File: src/rtl/filter_pkg.sv
// Shared types and helpers for the filter sample feeder.
package filter_pkg;

   typedef enum logic [2:0] {
      ST_IDLE     = 3'd0,
      ST_PREFILL  = 3'd1,
      ST_RUN      = 3'd2,
      ST_UNDERRUN = 3'd3,
      ST_HALT     = 3'd4
   } feeder_state_t;

   localparam int DEF_SIG_WIDTH = 16;

   // Channel tag width; a single channel still needs a 1-bit tag.
   function automatic int ch_width(input int num_ch);
      return (num_ch > 1) ? $clog2(num_ch) : 1;
   endfunction

endpackage

File: src/rtl/feeder_skid_buf.sv
// Two-entry valid/ready buffer carrying {sample, ch}; the head stays put until popped.
module feeder_skid_buf
   import filter_pkg::*;
#(
   parameter int WIDTH = DEF_SIG_WIDTH + 1
) (
   input  logic             clk,
   input  logic             rst,
   input  logic             flush,
   input  logic             push,
   input  logic [WIDTH-1:0] push_data,
   input  logic             pop,
   output logic [WIDTH-1:0] head_data,
   output logic             head_valid,
   output logic [1:0]       occupancy
);

   logic [WIDTH-1:0] mem [2];
   logic             wr_ptr;
   logic             rd_ptr;
   logic [1:0]       count;

   // Flush beats a simultaneous push so in-flight data is dropped on arrival.
   always_ff @(posedge clk or posedge rst) begin
      if (rst) begin
         mem[0] <= '0;
         mem[1] <= '0;
         wr_ptr <= 1'b0;
         rd_ptr <= 1'b0;
         count  <= 2'd0;
      end else if (flush) begin
         wr_ptr <= 1'b0;
         rd_ptr <= 1'b0;
         count  <= 2'd0;
      end else begin
         if (push) begin
            mem[wr_ptr] <= push_data;
            wr_ptr      <= ~wr_ptr;
         end
         if (pop) begin
            rd_ptr <= ~rd_ptr;
         end
         count <= count + {1'b0, push} - {1'b0, pop};
      end
   end

   assign head_data  = mem[rd_ptr];
   assign head_valid = (count != 2'd0);
   assign occupancy  = count;

endmodule

File: src/rtl/filter_sample_feeder.sv
// Drains a channel-interleaved sample FIFO into the FIR datapath with prefill gating,
// pipelined full-rate reads, underrun detection and optional auto-restart.
module filter_sample_feeder
   import filter_pkg::*;
#(
   parameter int SIG_WIDTH = DEF_SIG_WIDTH,
   parameter int NUM_CH    = 2,
   parameter int LVL_WIDTH = 10,
   parameter int CH_WIDTH  = ch_width(NUM_CH),
   parameter int CNT_WIDTH = 16
) (
   input  logic                 i_clk,
   input  logic                 i_rst,
   input  logic                 i_enable,
   input  logic                 i_auto_restart,
   input  logic [LVL_WIDTH-1:0] i_prefill_lvl,
   input  logic                 i_clr_status,
   input  logic                 i_ff_empty,
   input  logic [LVL_WIDTH-1:0] i_ff_level,
   input  logic [SIG_WIDTH-1:0] i_ff_dataout,
   output logic                 o_fifo_rden,
   output logic [SIG_WIDTH-1:0] o_sample,
   output logic [CH_WIDTH-1:0]  o_sample_ch,
   output logic                 o_sample_valid,
   input  logic                 i_sample_ready,
   output logic                 o_running,
   output logic                 o_underrun,
   output logic [CNT_WIDTH-1:0] o_underrun_cnt
);

   localparam int                BUF_W   = SIG_WIDTH + CH_WIDTH;
   localparam logic [CH_WIDTH-1:0] LAST_CH = CH_WIDTH'(NUM_CH - 1);

   feeder_state_t       state;
   feeder_state_t       state_nxt;
   logic                inflight;
   logic [CH_WIDTH-1:0] inflight_ch;
   logic [CH_WIDTH-1:0] ch_cnt;
   logic                pop;
   logic                rden;
   logic                buf_valid;
   logic [1:0]          buf_occ;
   logic [2:0]          credits;
   logic [BUF_W-1:0]    buf_data;

   assign pop     = buf_valid & i_sample_ready;
   assign credits = {1'b0, buf_occ} + {2'b00, inflight};
   assign rden    = (state == ST_RUN) & ~i_ff_empty & ((credits - {2'b00, pop}) < 3'd2);

   always_ff @(posedge i_clk or posedge i_rst) begin
      if (i_rst) begin
         state <= ST_IDLE;
      end else begin
         state <= state_nxt;
      end
   end

   always_comb begin
      state_nxt = state;
      if (!i_enable) begin
         state_nxt = ST_IDLE;
      end else begin
         case (state)
            ST_IDLE:     state_nxt = ST_PREFILL;
            ST_PREFILL:  if (i_ff_level >= i_prefill_lvl) state_nxt = ST_RUN;
            ST_RUN:      if (i_ff_empty && (buf_occ == 2'd0) && !inflight && i_sample_ready)
                            state_nxt = ST_UNDERRUN;
            ST_UNDERRUN: state_nxt = i_auto_restart ? ST_PREFILL : ST_HALT;
            ST_HALT:     state_nxt = ST_HALT;
            default:     state_nxt = ST_IDLE;
         endcase
      end
   end

   // A read issued while disabling is not tracked, so its data is never buffered.
   always_ff @(posedge i_clk or posedge i_rst) begin
      if (i_rst) begin
         inflight    <= 1'b0;
         inflight_ch <= '0;
         ch_cnt      <= '0;
      end else begin
         inflight <= rden & i_enable;
         if (rden) begin
            inflight_ch <= ch_cnt;
         end
         if (!i_enable) begin
            ch_cnt <= '0;
         end else if (rden) begin
            ch_cnt <= (ch_cnt == LAST_CH) ? '0 : ch_cnt + CH_WIDTH'(1);
         end
      end
   end

   // A clear coinciding with an underrun zeroes the count but leaves the flag set.
   always_ff @(posedge i_clk or posedge i_rst) begin
      if (i_rst) begin
         o_underrun     <= 1'b0;
         o_underrun_cnt <= '0;
      end else if (state == ST_UNDERRUN) begin
         o_underrun <= 1'b1;
         if (i_clr_status) begin
            o_underrun_cnt <= '0;
         end else if (!(&o_underrun_cnt)) begin
            o_underrun_cnt <= o_underrun_cnt + CNT_WIDTH'(1);
         end
      end else if (i_clr_status) begin
         o_underrun     <= 1'b0;
         o_underrun_cnt <= '0;
      end
   end

   feeder_skid_buf #(
      .WIDTH (BUF_W)
   ) u_skid_buf (
      .clk        (i_clk),
      .rst        (i_rst),
      .flush      (~i_enable),
      .push       (inflight),
      .push_data  ({i_ff_dataout, inflight_ch}),
      .pop        (pop),
      .head_data  (buf_data),
      .head_valid (buf_valid),
      .occupancy  (buf_occ)
   );

   assign o_fifo_rden    = rden;
   assign o_sample       = buf_data[BUF_W-1:CH_WIDTH];
   assign o_sample_ch    = buf_data[CH_WIDTH-1:0];
   assign o_sample_valid = buf_valid;
   assign o_running      = (state == ST_RUN);

endmodule

File: config.mk
export PLATFORM = sky130hd
export DESIGN_NAME = filter_sample_feeder
export DESIGN_NICKNAME = d
export VERILOG_FILES = /design/src/rtl/filter_pkg.sv /design/src/rtl/feeder_skid_buf.sv /design/src/rtl/filter_sample_feeder.sv
export SDC_FILE = /design/constraint.sdc
export NUM_CORES = 1
export LEC_CHECK = 0
export ABC_AREA = 1
export ABC_CLOCK_PERIOD_IN_PS = 6800
export CAP_MARGIN = 0
export CORE_MARGIN = 2
export CORE_UTILIZATION = 54
export DETAILED_ROUTE_END_ITERATION = 10
export MAX_ROUTING_LAYER = met4
export PLACE_DENSITY = 0.89
export SLEW_MARGIN = 15
export SYNTH_ARGS = -nofsm -noshare
export SYNTH_HDL_FRONTEND = slang
export SYNTH_SLANG_ARGS = --single-unit
File: constraint.sdc
create_clock -name i_clk -period 6.8 [get_ports i_clk]
set_clock_uncertainty 0.15 [all_clocks]
set_input_delay 1.7 -clock i_clk [delete_from_list [all_inputs] [get_ports i_clk]]
set_output_delay 1.7 -clock i_clk [all_outputs]
set_load 0.01 [all_outputs]
After elaboration in Yosys (flattened, before gate mapping)

Index checks and enable logic that the tools add are counted.

Add/subtract/negate cells: 6
Multipliers: 0
Divide/modulo/power cells: 0
Order comparisons: 5
Equal/unequal tests: 10
Shifts and indexed selects: 0
Multiplexer cells: 25
Bitwise gates (word level): 9
Reductions and logical operators: 13

Operators by type and width:

| cell                                                       | count |
|---|---|
| two-way mux 17 bit                                         | 4 |
| two-way mux 16 bit                                         | 4 |
| bitwise mux 34 bit                                         | 1 |
| demux 17 bit (select 1 bit)                                | 1 |
| adder 16 x 1 -> 16 bit, second input constant              | 1 |
| AND reduction 16 bit                                       | 1 |
| case mux 3 bit (5 select lines)                            | 1 |
| two-way mux 3 bit                                          | 4 |
| >= comparator 10 bit                                       | 1 |
| two-way mux 1 bit                                          | 9 |
| equality test 3 x 2 -> 1 bit, second input constant        | 2 |
| inequality test 2 x 1 -> 1 bit, second input constant      | 3 |
| AND reduction 2 bit                                        | 3 |
| AND 1 bit                                                  | 4 |
| >= comparator 2 bit, second input constant                 | 2 |
| logical AND 1 bit                                          | 4 |
| inverter 1 -> 2 bit                                        | 2 |
| nonzero test 2 bit                                         | 2 |
| adder 2 x 1 -> 3 bit                                       | 1 |
| equality test 3 x 1 -> 1 bit, second input constant        | 1 |
| equality test 3 bit, second input constant                 | 1 |
| zero test 3 bit                                            | 1 |
| less-than comparator 3 x 2 -> 1 bit, second input constant | 1 |
| inequality test 3 x 2 -> 1 bit, second input constant      | 1 |
| other kinds (11)                                           | 13 |

Register bits after elaboration: 61
Bits in latches: 0
Memory bits (writable): 0
Memory bits (read-only): 0
Input port bits: 43
Output and inout bits: 37
Logic and storage cells: 79
Memories: 0

Longest topological paths before layout

Depth after elaboration: 7
Mapped depth: 14

By module

From an unflattened synthesis, not the netlist that was laid out.

Cells, all modules: 435
Area, all modules: 3714.8 µm²

By module, submodules not included:

| module               | times used | cells an instance | area an instance (µm²) | sequential area each (µm²) |
|---|---|---|---|---|
| feeder_skid_buf      | 1          | 172               | 1906.8                 | 950.9 |
| filter_sample_feeder | 1          | 263               | 1808.0                 | 575.6 |

Worst setup path after synthesis

Ideal clock, no wire load.

Kind: input port to output port
Start: input i_sample_ready
End: output o_fifo_rden
Data arrival time: 3.135 ns
Required time: 4.950 ns
Path slack: 1.815 ns
Cell stages on the path: 9
Cell sequence: nand2_1 > inv_1 > ha_1 > inv_1 > ha_1 > inv_1 > fa_1 > nand4_1 > nor2_1

Word-level cells in the longest chain between the ends: 4

Ends and longest elaborated chain:

| what                                | RTL line                   | text |
|---|---|---|
| from (decl)                         | filter_sample_feeder.sv:25 | `input logic i_sample_ready,` |
| AND 1 bit                           | filter_sample_feeder.sv:46 | `assign pop = buf_valid & i_sample_ready;` |
| subtractor 3 x 1 -> 3 bit           | filter_sample_feeder.sv:48 | `assign rden = (state == ST_RUN) & ~i_ff_empty & ((credits - {2'b00, pop}) < 3'd2);` |
| less-than comparator 3 x 2 -> 1 bit | filter_sample_feeder.sv:48 |  |
| AND 1 bit                           | filter_sample_feeder.sv:48 |  |
| to (decl)                           | filter_sample_feeder.sv:21 | `output logic o_fifo_rden,` |

Every way passes these cells.

Worst setup path after layout

Same ends and word-level chain as after synthesis.

==> results.md <==
| Group | Parameter | Value |
|:---|:---|:---|
| cells and area | Area growth from synthesis to layout | 32.3% |
| logic synthesis | Summed instance area of the synthesized netlist | 0.00340 mm2 |
| clock network | Source-to-sink clock delay at the later pin of the worst-skew pair | 0.33 ns |
| cells and area | Number of antenna repair diodes | 0 |
| sta | Tightest Pin Transition | 0.989 ns |
| global route | Initial antenna violation count | 0 |
| clock network | Total of cells resized after clock tree synthesis | 0 |
| run status | Status | finished, final reports clean |
| sta | Worst-case headroom to the max-slew limit | 0.339 |
| critical path | Endpoint arrival time on the critical path | 4.28 ns |
| pwr | Pwr/cell area | 291 mW/mm2 |
| logic synthesis | Post-Synthesis Net Count | 471 |
| logic synthesis | Synth warnings | 0 |
| pwr | Share of power burned in combinational logic | 0.305 |
| route | Vias post-DR | 3036 |
| clock network | Number of CTS-inserted buffers | 9 |
| pwr | Sequential share of power | 0.372 |
| sta | Setup Total Neg Slack | 0 ns |
| floorplan | IO Count | 80 |
| route | Initial drt markers | 122 |
| placed design | Placed Instances | 557 |
| placed design | Hpwl dp | 5.62 mm |
| global route | Largest net degree at the start of global routing | 62 |
| cells and area | Final net count | 550 |
| logic synthesis | Share of synthesized area occupied by flip-flops and latches | 0.449 |
| clock network | Number of buffers inserted to repair setup after CTS | 0 |
| pwr | Clock group share of total power | 0.323 |
| floorplan | Number of core rows | 28 |
| clock network | CTS tree | done |
| route | Average vias per placed instance | 5.31 |
| clock network | Library cell used as clock root buffer | sky130_fd_sc_hd__clkbuf_8 |
| pwr | Switching power share of the total | 0.277 |
| placed design | Number of buffers inserted by port buffering | 79 |
| run | Max-capacitance violation count | 0 |
| pwr | Total net switching power | 0.361 mW |
| sta | RSZ-0062 raised after global routing | false |
| global route | Number of global-route vias before repair | 3184 |
| placed design | DP Area | 0.00423 mm2 |
| route | Routed wire length | 7.71 mm |
| critical path | Delay contributed by the slowest stage of the critical path | 0.60 ns |
| cells and area | Final non-filler cell area | 0.00450 mm2 |
| clock network | CTS sink count | 61 |
| pwr | Leak | 2.19 nW |
| sta | Period Utilization, post-route | 0.901 |
| critical path | Most used cell, CP | sky130_fd_sc_hd__inv_1 |
| sta | Clock period minus worst slack | 6.13 ns |
| route | WL/cell | 13.5 um |
| critical path | Critical Path Sink Type | output port |
| logic synthesis | Avg Synthesized Cell Area | 8.21 um2 |
| sta | Setup-violating endpoint count in the final report | 0 |
| sta | Number of max-slew violations in the final report | 0 |
| floorplan | Core area | 0.00599 mm2 |
| logic synthesis | Cells after synthesis | 414 |
| clock network | CTS max path bufs | 2 |
| route | Residual DRC | 0 |
| sta | Fmax | 163 MHz |
| critical path | Category of the critical setup timing path | input port to output port |
| sta | Final hold violation count | 0 |
| min path | Type of the most critical hold path | flop to flop |
| cells and area | Area occupied by registers | 0.00153 mm2 |
| cells and area | Final Core Density | 0.750 |
| critical path | Data required, critical path | 4.95 ns |
| floorplan | Die Outline Area | 0.00694 mm2 |
| cells and area | Share of layout cells above drive strength 1 | 0.107 |
| clock network | Clock Pin Slew Worst Setup and Hold Paths | 0.06 ns |
| logic synthesis | Post-synthesis sequential element count | 61 |
| critical path | Slowest library cell on the worst path | sky130_fd_sc_hd__clkdlybuf4s50_1 |
| global route | First-pass GRT wire length | 13.8 mm |
| clock network | Quantity of hold-fixing buffers added after cts | 0 |
| critical path | Crit-path cells | clkdlybuf4s50_1 > nand2_1 > inv_1 > ha_1 > inv_1 > ha_1 > inv_1 > fa_1 > nand4_1 > nor2_1 > clkdlybuf4s50_1 |
| pwr | Peak supply drop | 229 uV |
| placed design | Final weighted congestion in routability-driven placement | 0.912 |
| global route | Total track usage | 0.249 |
| cells and area | Multi-input gate area | 0.00157 mm2 |
| global route | Residual overflow from global routing | 0 |
| route | Post-route ant nets | 0 |
| pwr | Internal portion of total power | 0.945 mW |
| critical path | Critical Path Fanout Max | 5 |
| route | Pre-Repair DR Iteration Count | 4 |
| clock network | H-tree level count | 3 |
| floorplan | Die H | 83.3 um |
| floorplan | Die outline width | 83.3 um |
| floorplan | Initial cell density of the core | 0.567 |
| critical path | Startpoint type of the worst setup path | input port |
| cells and area | Fill cells | 425 |
| logic synthesis | Synth cell types | 31 |
| cells and area | Cell Count, Final, Fillers Out | 572 |
==> registers in the layout (all words and copies together), names as in the netlist, 2 cells and up <==
| register | cells |
|---|---|
| u_skid_buf.mem | 34 |
| o_underrun_cnt | 16 |
| state | 3 |
| u_skid_buf.occupancy | 2 |
==> synthesized netlist by cell type (all sizes together) <==
master	n	share of area
nand2	104	0.12
inv	66	0.073
dfrtp	61	0.45
o21ai	52	0.081
nor2	32	0.041
nand3	21	0.037
mux2	17	0.056
ha	13	0.048
nand4	13	0.024
clkbuf	7	0.0077
nor3	6	0.015
a21oi	5	0.0074
buf	5	0.0099
a21o	2	0.0044
or2	2	0.0037
xor2	2	0.0052
a31oi	1	0.0018
a41oi	1	0.0026
and3	1	0.0018
fa	1	0.0059
nand3b	1	0.0059
o22ai	1	0.0037
==> layer usage <==
metal	wire length [um]	vias to the layer above	part of all wire	global-route usage
met4	97	0	0.013	0.0864
met1	3230	1422	0.42	0.284
met5	0	-	0	-
met3	490	14	0.064	0.0825
li1	-	1489	-	-
met2	3890	111	0.50	0.413
==> critical path: cells and delay by family <==
| kind | cells | cell delay (ns) |
|---|---|---|
| simple gates | 3 | 0.41 |
| buf+inv | 5 | 1.29 |
| fa+ha+maj | 3 | 0.88 |
==> cells in the final DEF, fill, tap and decap left out <==
cell type and n:
sky130_fd_sc_hd__mux2_2 17, sky130_fd_sc_hd__o21ai_0 48, sky130_fd_sc_hd__o22ai_2 1, sky130_fd_sc_hd__ha_1 13, sky130_fd_sc_hd__a41oi_1 1, sky130_fd_sc_hd__nand2_1 103
sky130_fd_sc_hd__nor3_4 2, sky130_fd_sc_hd__nand3b_4 1, sky130_fd_sc_hd__nand3_2 5, sky130_fd_sc_hd__nor3_1 4, sky130_fd_sc_hd__nor2_4 2, sky130_fd_sc_hd__nand2_2 1
sky130_fd_sc_hd__bufinv_16 4, sky130_fd_sc_hd__nor2_2 1, sky130_fd_sc_hd__inv_1 64, sky130_fd_sc_hd__or2_2 2, sky130_fd_sc_hd__clkbuf_8 10, sky130_fd_sc_hd__a21oi_1 5
sky130_fd_sc_hd__and3_1 1, sky130_fd_sc_hd__inv_2 2, sky130_fd_sc_hd__a31oi_1 1, sky130_fd_sc_hd__buf_4 1, sky130_fd_sc_hd__nand3_1 16, sky130_fd_sc_hd__dfrtp_1 61
sky130_fd_sc_hd__nand4_1 13, sky130_fd_sc_hd__fa_1 1, sky130_fd_sc_hd__o21ai_2 4, sky130_fd_sc_hd__clkdlybuf4s50_1 79, sky130_fd_sc_hd__nor2_1 29, sky130_fd_sc_hd__clkbuf_1 1
sky130_fd_sc_hd__xor2_1 2, sky130_fd_sc_hd__a21o_1 2
==> stage by stage <==
step / hold slack, ns / power [mW] / setup slack, ns
2_1_floorplan: 0.283 / 0.697 / 1.81
3_3_place_gp: 0.295 / 0.872 / 0.774
3_5_place_dp: 0.312 / 0.889 / 0.678
4_1_cts: 0.319 / 1.32 / 0.680
5_1_grt: 0.342 / 1.39 / 0.505
6_report: 0.315 / 1.31 / 0.671
==> layout make-up <==
cell class	instances	share of cell area
Clock buffer	11	0.0315
Clock inverter	4	0.0267
Inverter	66	0.0551
Multi-Input combinational cell	275	0.349
Sequential cell	61	0.340
Tap cell	75	0.0209
Timing Repair Buffer	80	0.178
==> path summary, 6_finish.rpt <==
path | startpoint | to | slack [ns] | cells after the start
worst min-delay path | ch_cnt | ch_cnt | 0.32 | 1
worst max register to register | u_skid_buf.occupancy[1] | ch_cnt | 4.18 | 14
worst min register to register | ch_cnt | ch_cnt | 0.32 | 1
max in group asynchronous | i_rst | o_underrun_cnt[8] | 4.27 | 3
worst max-delay path | i_sample_ready | o_fifo_rden | 0.67 | 11
min in group asynchronous | i_rst | state[1] | 1.75 | 3
==> logic make-up after synthesis <==
kind of cell	synth area share
buffers and inverters	0.0906
muxes	0.0564
DFF	0.449
xor gates and xnor gates	0.00516
adders and majority gates	0.0538
and+or+nand+nor	0.244
AOI/OAI and AO/OA	0.101
==> power by group through the flow <==
stage / sequential (mW) / clock, mW / combinational [mW]
finish: 0.486 / 0.422 / 0.398
global route: 0.496 / 0.446 / 0.443
CTS: 0.485 / 0.430 / 0.403
detailed placement: 0.492 / 0 / 0.397
global placement: 0.486 / 0 / 0.387
floorplan: 0.464 / 0 / 0.233
Note: power is estimated with default switching activity, not from simulation.
